### src/rtl/axil_pkg.sv
// rtl/axil_pkg.sv - shared types, register offsets and address decode for the GPIO register block
package axil_pkg;

  typedef enum logic [1:0] {
    RESP_OKAY   = 2'b00,
    RESP_SLVERR = 2'b10
  } resp_t;

  localparam logic [31:0] REG_LED      = 32'h00;
  localparam logic [31:0] REG_SCRATCH  = 32'h04;
  localparam logic [31:0] REG_CYCLES   = 32'h08;
  localparam logic [31:0] REG_IRQ_STAT = 32'h0C;
  localparam logic [31:0] REG_IRQ_EN   = 32'h10;
  localparam logic [31:0] REG_ID       = 32'h14;

  typedef enum logic [2:0] {
    SEL_LED,
    SEL_SCRATCH,
    SEL_CYCLES,
    SEL_IRQ_STAT,
    SEL_IRQ_EN,
    SEL_ID
  } reg_sel_t;

  typedef struct packed {
    reg_sel_t sel;
    logic     valid;
  } decode_t;

  // Word-aligned decode; the two byte-offset bits never select a register.
  function automatic decode_t decode(input logic [31:0] addr);
    decode_t     d;
    logic [31:0] word;
    word    = addr & ~32'h3;
    d.sel   = SEL_LED;
    d.valid = 1'b1;
    case (word)
      REG_LED:      d.sel = SEL_LED;
      REG_SCRATCH:  d.sel = SEL_SCRATCH;
      REG_CYCLES:   d.sel = SEL_CYCLES;
      REG_IRQ_STAT: d.sel = SEL_IRQ_STAT;
      REG_IRQ_EN:   d.sel = SEL_IRQ_EN;
      REG_ID:       d.sel = SEL_ID;
      default:      d.valid = 1'b0;
    endcase
    return d;
  endfunction

endpackage

### src/rtl/axil_gpio_regs_if.sv
// rtl/axil_gpio_regs_if.sv - AXI4-Lite bus bundle with master and slave views
interface axil_gpio_regs_if #(
  parameter int ADDR_W = 6
);
  logic [ADDR_W-1:0] awaddr;
  logic              awvalid;
  logic              awready;
  logic [31:0]       wdata;
  logic [3:0]        wstrb;
  logic              wvalid;
  logic              wready;
  logic [1:0]        bresp;
  logic              bvalid;
  logic              bready;
  logic [ADDR_W-1:0] araddr;
  logic              arvalid;
  logic              arready;
  logic [31:0]       rdata;
  logic [1:0]        rresp;
  logic              rvalid;
  logic              rready;

  modport master (
    output awaddr, awvalid, wdata, wstrb, wvalid, bready, araddr, arvalid, rready,
    input  awready, wready, bresp, bvalid, arready, rdata, rresp, rvalid
  );

  modport slave (
    input  awaddr, awvalid, wdata, wstrb, wvalid, bready, araddr, arvalid, rready,
    output awready, wready, bresp, bvalid, arready, rdata, rresp, rvalid
  );
endinterface

### src/rtl/axil_slot.sv
// rtl/axil_slot.sv - one-entry holding buffer for a write address or write data beat
module axil_slot #(
  parameter int W = 8
) (
  input  logic         clk,
  input  logic         rst,
  input  logic         in_valid,
  output logic         in_ready,
  input  logic [W-1:0] in_data,
  output logic [W-1:0] data,
  output logic         full,
  input  logic         clear
);

  // Ready is held low during reset so nothing is accepted into a slot being discarded.
  assign in_ready = !full && !rst;

  // Fill on handshake, empty when the commit consumes the entry.
  always_ff @(posedge clk) begin
    if (rst) begin
      full <= 1'b0;
      data <= '0;
    end else if (clear) begin
      full <= 1'b0;
    end else if (in_valid && in_ready) begin
      full <= 1'b1;
      data <= in_data;
    end
  end

endmodule

### src/rtl/axil_gpio_regs.sv
// rtl/axil_gpio_regs.sv - AXI4-Lite register block: LEDs, scratch, cycle counter, sticky irq capture
module axil_gpio_regs
  import axil_pkg::*;
#(
  parameter int          ADDR_W   = 6,
  parameter int          IRQ_W    = 4,
  parameter logic [31:0] ID_VALUE = 32'hA57E_0001
) (
  input  logic                 clk,
  input  logic                 rst,
  axil_gpio_regs_if.slave      s_axi,
  input  logic [IRQ_W-1:0]     irq_in,
  output logic [3:0]           led,
  output logic                 irq
);

  logic              aw_ready;
  logic              w_ready;
  logic              aw_full;
  logic              w_full;
  logic              commit;
  logic [ADDR_W-1:0] aw_addr;
  logic [35:0]       w_slot;
  logic [31:0]       wr_data;
  logic [3:0]        wr_strb;
  logic [31:0]       aw_ext;
  logic [31:0]       ar_ext;
  decode_t           wr_dec;
  decode_t           rd_dec;

  logic [31:0]       scratch;
  logic [31:0]       cycle_cnt;
  logic [IRQ_W-1:0]  irq_stat;
  logic [IRQ_W-1:0]  irq_en;
  logic [IRQ_W-1:0]  irq_prev;
  logic [IRQ_W-1:0]  w1c_mask;
  logic [31:0]       rd_data;
  resp_t             rd_resp;
  logic              ar_hs;

  axil_slot #(.W(ADDR_W)) u_aw_slot (
    .clk      (clk),
    .rst      (rst),
    .in_valid (s_axi.awvalid),
    .in_ready (aw_ready),
    .in_data  (s_axi.awaddr),
    .data     (aw_addr),
    .full     (aw_full),
    .clear    (commit)
  );

  axil_slot #(.W(36)) u_w_slot (
    .clk      (clk),
    .rst      (rst),
    .in_valid (s_axi.wvalid),
    .in_ready (w_ready),
    .in_data  ({s_axi.wstrb, s_axi.wdata}),
    .data     (w_slot),
    .full     (w_full),
    .clear    (commit)
  );

  assign s_axi.awready = aw_ready;
  assign s_axi.wready  = w_ready;
  assign {wr_strb, wr_data} = w_slot;

  // A write retires once both halves are present and the B channel has room.
  assign commit = aw_full && w_full && (!s_axi.bvalid || s_axi.bready);

  // Only one read may be outstanding; nothing is accepted during reset.
  assign s_axi.arready = !s_axi.rvalid && !rst;
  assign ar_hs         = s_axi.arvalid && s_axi.arready;

  // Zero-extend the decoded address bits before handing them to the shared decoder.
  always_comb begin
    aw_ext = '0;
    ar_ext = '0;
    aw_ext[ADDR_W-1:0] = aw_addr;
    ar_ext[ADDR_W-1:0] = s_axi.araddr;
  end

  assign wr_dec = decode(aw_ext);
  assign rd_dec = decode(ar_ext);

  // Bits to clear in IRQ_STAT from a committed write-one-to-clear.
  always_comb begin
    w1c_mask = '0;
    if (commit && wr_dec.valid && wr_dec.sel == SEL_IRQ_STAT && wr_strb[0]) begin
      w1c_mask = wr_data[IRQ_W-1:0];
    end
  end

  // Register bank, free-running counter, edge capture and the registered irq level.
  always_ff @(posedge clk) begin
    if (rst) begin
      led       <= '0;
      scratch   <= '0;
      cycle_cnt <= '0;
      irq_stat  <= '0;
      irq_en    <= '0;
      irq_prev  <= '0;
      irq       <= 1'b0;
    end else begin
      cycle_cnt <= cycle_cnt + 32'd1;
      irq_prev  <= irq_in;
      // A rising edge in the same cycle as a clear keeps the bit set.
      irq_stat  <= (irq_stat & ~w1c_mask) | (irq_in & ~irq_prev);
      irq       <= |(irq_stat & irq_en);
      if (commit && wr_dec.valid) begin
        case (wr_dec.sel)
          SEL_LED: begin
            if (wr_strb[0]) led <= wr_data[3:0];
          end
          SEL_SCRATCH: begin
            for (int i = 0; i < 4; i++) begin
              if (wr_strb[i]) scratch[8*i +: 8] <= wr_data[8*i +: 8];
            end
          end
          SEL_IRQ_EN: begin
            if (wr_strb[0]) irq_en <= wr_data[IRQ_W-1:0];
          end
          default: ;
        endcase
      end
    end
  end

  // Read mux sampled at the AR handshake, so a same-cycle commit is not yet visible.
  always_comb begin
    rd_data = '0;
    rd_resp = RESP_OKAY;
    if (!rd_dec.valid) begin
      rd_resp = RESP_SLVERR;
    end else begin
      case (rd_dec.sel)
        SEL_LED:      rd_data = {28'd0, led};
        SEL_SCRATCH:  rd_data = scratch;
        SEL_CYCLES:   rd_data = cycle_cnt;
        SEL_IRQ_STAT: rd_data = {{(32-IRQ_W){1'b0}}, irq_stat};
        SEL_IRQ_EN:   rd_data = {{(32-IRQ_W){1'b0}}, irq_en};
        SEL_ID:       rd_data = ID_VALUE;
        default:      rd_data = '0;
      endcase
    end
  end

  // Write response register: loaded by commit, held until the master takes it.
  always_ff @(posedge clk) begin
    if (rst) begin
      s_axi.bvalid <= 1'b0;
      s_axi.bresp  <= RESP_OKAY;
    end else if (commit) begin
      s_axi.bvalid <= 1'b1;
      s_axi.bresp  <= wr_dec.valid ? RESP_OKAY : RESP_SLVERR;
    end else if (s_axi.bready) begin
      s_axi.bvalid <= 1'b0;
    end
  end

  // Read response register: captured on AR handshake, held until the master takes it.
  always_ff @(posedge clk) begin
    if (rst) begin
      s_axi.rvalid <= 1'b0;
      s_axi.rdata  <= '0;
      s_axi.rresp  <= RESP_OKAY;
    end else if (ar_hs) begin
      s_axi.rvalid <= 1'b1;
      s_axi.rdata  <= rd_data;
      s_axi.rresp  <= rd_resp;
    end else if (s_axi.rready) begin
      s_axi.rvalid <= 1'b0;
    end
  end

endmodule

### src/flat_wrapper.sv
// flat-port wrapper written by rule: the top's interface ports become plain ports
module axil_gpio_regs_flat import axil_pkg::*;
#(
  parameter int          ADDR_W   = 6,
  parameter int          IRQ_W    = 4,
  parameter logic [31:0] ID_VALUE = 32'hA57E_0001
)
  (clk, rst, irq_in, led, irq, s_axi_awaddr, s_axi_awvalid, s_axi_wdata, s_axi_wstrb, s_axi_wvalid, s_axi_bready, s_axi_araddr, s_axi_arvalid, s_axi_rready, s_axi_awready, s_axi_wready, s_axi_bresp, s_axi_bvalid, s_axi_arready, s_axi_rdata, s_axi_rresp, s_axi_rvalid);
  axil_gpio_regs_if #(.ADDR_W(ADDR_W)) s_axi_i ();
  input  logic clk;
  input  logic rst;
  input  logic [IRQ_W-1:0] irq_in;
  output logic [3:0] led;
  output logic irq;
  input wire logic [$bits(s_axi_i.awaddr)-1:0] s_axi_awaddr;
  input wire logic [$bits(s_axi_i.awvalid)-1:0] s_axi_awvalid;
  input wire logic [$bits(s_axi_i.wdata)-1:0] s_axi_wdata;
  input wire logic [$bits(s_axi_i.wstrb)-1:0] s_axi_wstrb;
  input wire logic [$bits(s_axi_i.wvalid)-1:0] s_axi_wvalid;
  input wire logic [$bits(s_axi_i.bready)-1:0] s_axi_bready;
  input wire logic [$bits(s_axi_i.araddr)-1:0] s_axi_araddr;
  input wire logic [$bits(s_axi_i.arvalid)-1:0] s_axi_arvalid;
  input wire logic [$bits(s_axi_i.rready)-1:0] s_axi_rready;
  output wire logic [$bits(s_axi_i.awready)-1:0] s_axi_awready;
  output wire logic [$bits(s_axi_i.wready)-1:0] s_axi_wready;
  output wire logic [$bits(s_axi_i.bresp)-1:0] s_axi_bresp;
  output wire logic [$bits(s_axi_i.bvalid)-1:0] s_axi_bvalid;
  output wire logic [$bits(s_axi_i.arready)-1:0] s_axi_arready;
  output wire logic [$bits(s_axi_i.rdata)-1:0] s_axi_rdata;
  output wire logic [$bits(s_axi_i.rresp)-1:0] s_axi_rresp;
  output wire logic [$bits(s_axi_i.rvalid)-1:0] s_axi_rvalid;
  assign s_axi_i.awaddr = s_axi_awaddr;
  assign s_axi_i.awvalid = s_axi_awvalid;
  assign s_axi_i.wdata = s_axi_wdata;
  assign s_axi_i.wstrb = s_axi_wstrb;
  assign s_axi_i.wvalid = s_axi_wvalid;
  assign s_axi_i.bready = s_axi_bready;
  assign s_axi_i.araddr = s_axi_araddr;
  assign s_axi_i.arvalid = s_axi_arvalid;
  assign s_axi_i.rready = s_axi_rready;
  assign s_axi_awready = s_axi_i.awready;
  assign s_axi_wready = s_axi_i.wready;
  assign s_axi_bresp = s_axi_i.bresp;
  assign s_axi_bvalid = s_axi_i.bvalid;
  assign s_axi_arready = s_axi_i.arready;
  assign s_axi_rdata = s_axi_i.rdata;
  assign s_axi_rresp = s_axi_i.rresp;
  assign s_axi_rvalid = s_axi_i.rvalid;
  axil_gpio_regs #(.ADDR_W(ADDR_W), .IRQ_W(IRQ_W), .ID_VALUE(ID_VALUE)) u_core (.clk(clk), .rst(rst), .s_axi(s_axi_i), .irq_in(irq_in), .led(led), .irq(irq));
endmodule
### config.mk
export PLATFORM = sky130hd
export DESIGN_NAME = axil_gpio_regs_flat
export DESIGN_NICKNAME = d
export VERILOG_FILES = /design/src/rtl/axil_pkg.sv /design/src/rtl/axil_gpio_regs_if.sv /design/src/rtl/axil_slot.sv /design/src/rtl/axil_gpio_regs.sv /design/src/flat_wrapper.sv
export SDC_FILE = /design/constraint.sdc
export NUM_CORES = 1
export LEC_CHECK = 0
export ABC_AREA = 1
export CAP_MARGIN = 20
export CORE_MARGIN = 4
export CORE_UTILIZATION = 55
export CTS_BUF_LIST = sky130_fd_sc_hd__clkbuf_2
export DETAILED_ROUTE_END_ITERATION = 7
export PLACE_DENSITY = 0.86
export REMOVE_ABC_BUFFERS = 1
export SLEW_MARGIN = 15
export SYNTH_ARGS = -nofsm -noshare
export SYNTH_HDL_FRONTEND = slang
export SYNTH_SLANG_ARGS = --single-unit
### constraint.sdc
create_clock -name clk -period 1.7 [get_ports clk]
set_input_delay 0.425 -clock clk [delete_from_list [all_inputs] [get_ports clk]]
set_output_delay 0.425 -clock clk [all_outputs]
set_load 0.005 [all_outputs]
==> metrics.cfg <==
[logic_synthesis]
seq_area_frac_synth=0.467
synth_compound_area_frac=0.171
synth_top_flop_cell=dfxtp_1
postSynthAreaPerCell_um2=7.23
synth_top_area_frac=0.467
yosysTopAreaCell=dfxtp_1
ys_ff_latch=159
synthMuxAreaShare=0
ys_warn_count=0
synth_area_leaders=dfxtp_1, nand2_1, a21oi_1, nor2_1, o21ai_0
synth-edff-count=0
syn_inst=943
synthDistinctLibCells=41
synth_top_family_by_area=simple AND/OR/NAND/NOR gates
synth_simple_gate_area_frac=0.272
synth_area_mm2=0.00682
async_reset_ff_frac=0
synthAdderAreaFrac=0.00183
synth_xor_area_frac=0.00385

[setup_path]
crit_slowest_cell=dfxtp_2
start_kind=flip-flop
end_kind=output pin
cp.required_ns=1.27
cp_max_fo=3
critical_path_class=reg2out
path_buf_inv=1
crit_chain=nor2_4 > buf_2
critical_path.top_delay_family=flip-flops
cpPeakStageDelay_ns=0.38
arrival_ns=1.28

[pwr]
swShare=0.243
ir_worst_vdd_mv=0.575
total_power_w=0.00672
clock_power_share=0.327
internal-power_w=0.00509
power.density_mw_per_mm2=789
combPwrFrac=0.092
leakage_nw=3.30
p_seq_frac=0.582
power_switching_w=0.00164

[clock_tree]
clock-root-buffer=clkbuf_2
hold_buffers=0
cts_tree=done
cts_buffers=17
clkSinkCount=159
ctsHtreeMaxLevel=4
cts_max_path_buffers=2
clk_pin_slew_worst_paths_ns=0.19
clock_latency_ns=0.73

[timing]
skew_ns=0.0219
tns_ns=-0.00619
drv_slew=0
hold_viol=0
setup_viol=1
setup_ws_ns=-0.00619
rsz0062_at_grt=yes
period_minus_slack_ns=1.71
max_freq_mhz=586
fin_crit_sh=1.00

[routing]
first_pass_iters=5
ant_nets=0
vias_per_cell=5.21
drt_iter0_markers=468
wl_um=17300
routedWlPerCell_um=13.7
drc=0
route.vias.total=6556

[cells_and_area]
final_cells=1259
fill_cells=1006
drive_gt1_frac=0.199
area_growth_syn_to_layout_pct=24.9
n_antenna_cell=0
nets=1140

[hold_path]
hold_class=in2reg

[grt]
grt_pass1_vias=6248
grt_max_degree=41
grt_pass1_wl_um=28100
antenna_found_initial=0
overflow=0
grt_use_total=0.240

[placed_design]
portBuffers=98
place_congestion=0.921
hpwlAfterDp_um=12200
dp.cells=1211

[die]
initial_utilization=0.565
ioPinCount=105
die_h_um=119
rows=40
fp.dieW_um=119
die_area_mm2=0.0142
core_region_area_mm2=0.0121

[outcome]
status=finished, violations left
violations=setup timing

[run]
maxCapViolations=0

-- state kept, by name (all words and copies together) (netlist names), 4 cells and up --
| register | flops |
|---|---|
| u_core.irq_en | 4 |
| u_core.led | 4 |
| u_core.cycle_cnt | 32 |
| u_core.irq_stat | 4 |
| u_core.s_axi.rdata | 32 |
| u_core.u_aw_slot.data | 4 |
| u_core.scratch | 32 |
| u_core.irq_prev | 4 |
| u_core.u_w_slot.data | 36 |
-- power by group through the flow --
stage / combinational, W / clock (W) / sequential [W]
2_1_floorplan: 0.000265 / 0 / 0.00397
3_3_place_gp: 0.000594 / 0 / 0.00398
3_5_place_dp: 0.000609 / 0 / 0.00398
4_1_cts: 0.000611 / 0.00221 / 0.00390
5_1_grt: 0.000684 / 0.00237 / 0.00392
6_report: 0.000618 / 0.00220 / 0.00391
-- worst register-to-register path: cells and delay by family (launching register included) --
kind	cells	cell delay [ns]
simple gates	5	0.56
flops	1	0.42
fa+ha+maj	1	0.18
buf+inv	1	0.16
xor+xnor	1	0.15
-- metal layers --
metal | part of all wire | routed length [µm] | track usage | vias to the layer above
met2 | 0.50 | 8670 | 0.422 | 209
met5 | 0 | 0 | 0 | -
met4 | 0.020 | 345 | 0.0852 | 0
met1 | 0.42 | 7200 | 0.287 | 2985
li1 | - | - | - | 3325
met3 | 0.062 | 1070 | 0.0532 | 37
-- area by class of cell --
type,instances,area [µm²],area share
Sequential cell,159,3240,0.381
Multi-Input combinational cell,648,3090,0.363
Timing Repair Buffer,160,1370,0.161
Inverter,94,353,0.0414
Tap cell,168,210,0.0247
Clock inverter,9,143,0.0167
Clock buffer,21,105,0.0123
-- logic make-up (layout without fill, tap and decap cells) --
logic type               Yosys count  count (layout)
AO/OA/AOI/OAI                    206             206
AND/OR/NAND/NOR                  436             436
XOR/XNOR                           3               3
buffers and inverters            137             284
flip-flops                       159             159
adder cells (fa/ha/maj)            1               1
other                              1               2
-- path summary, 6_finish.rpt --
path,from,end,slack (ns),cells after the start
max,u_core.s_axi.rvalid,s_axi_arready,-0.006,2
min reg2reg,u_core.u_w_slot.data[16],u_core.scratch[16],0.47,2
min,irq_in[1],u_core.irq_prev[1],0.22,3
max reg2reg,u_core.cycle_cnt[1],u_core.cycle_cnt[16],0.12,8
-- per-stage QoR --
step / setup slack (ns) / hold slack, ns / area, µm² / util
2_1_floorplan: -2.87 / 0.430 / 6600 / -
3_3_place_gp: -0.214 / 0.437 / 8240 / 0.683
3_5_place_dp: -0.279 / 0.446 / 8240 / 0.683
4_1_cts: -0.0454 / 0.168 / 8400 / 0.696
5_1_grt: -0.0881 / 0.166 / 8520 / 0.706
6_report: -0.00619 / 0.220 / 8520 / 0.706
-- synthesized netlist by cell type, types with 11 or more instances --
master    number
o31ai_1       25
nor3_1        16
a21oi_1       77
nor2_1        96
nand2_1      254
o21ai_1       11
nand3_1       40
buf_2         13
inv_1         90
clkbuf_1      15
o21ai_0       71
dfxtp_1      159
-- cells in the final DEF, fill, tap and decap left out, types with 5 or more instances in the layout --
cell type	count
clkbuf_2	21
nor2_2	6
inv_1	90
dfxtp_2	46
o21ai_0	71
clkdlybuf4s50_1	53
o31ai_1	25
buf_2	39
a21oi_1	77
dfxtp_1	112
clkinv_1	5
nand2_1	253
nor2_1	94
o21ai_1	11
nand4_1	7
nor3_1	16
buf_6	6
a21oi_2	5
buf_12	9
buf_4	53
o211ai_1	9
nand3_1	40
-- what timing repair did --
action                     CTS  global route
setup endpoints to repair   44            35
cloned                       0             0
buffers inserted            10             8
pin swaps                    3             0
gates resized for setup    221            14
Note: power is estimated with default switching activity, not from simulation.
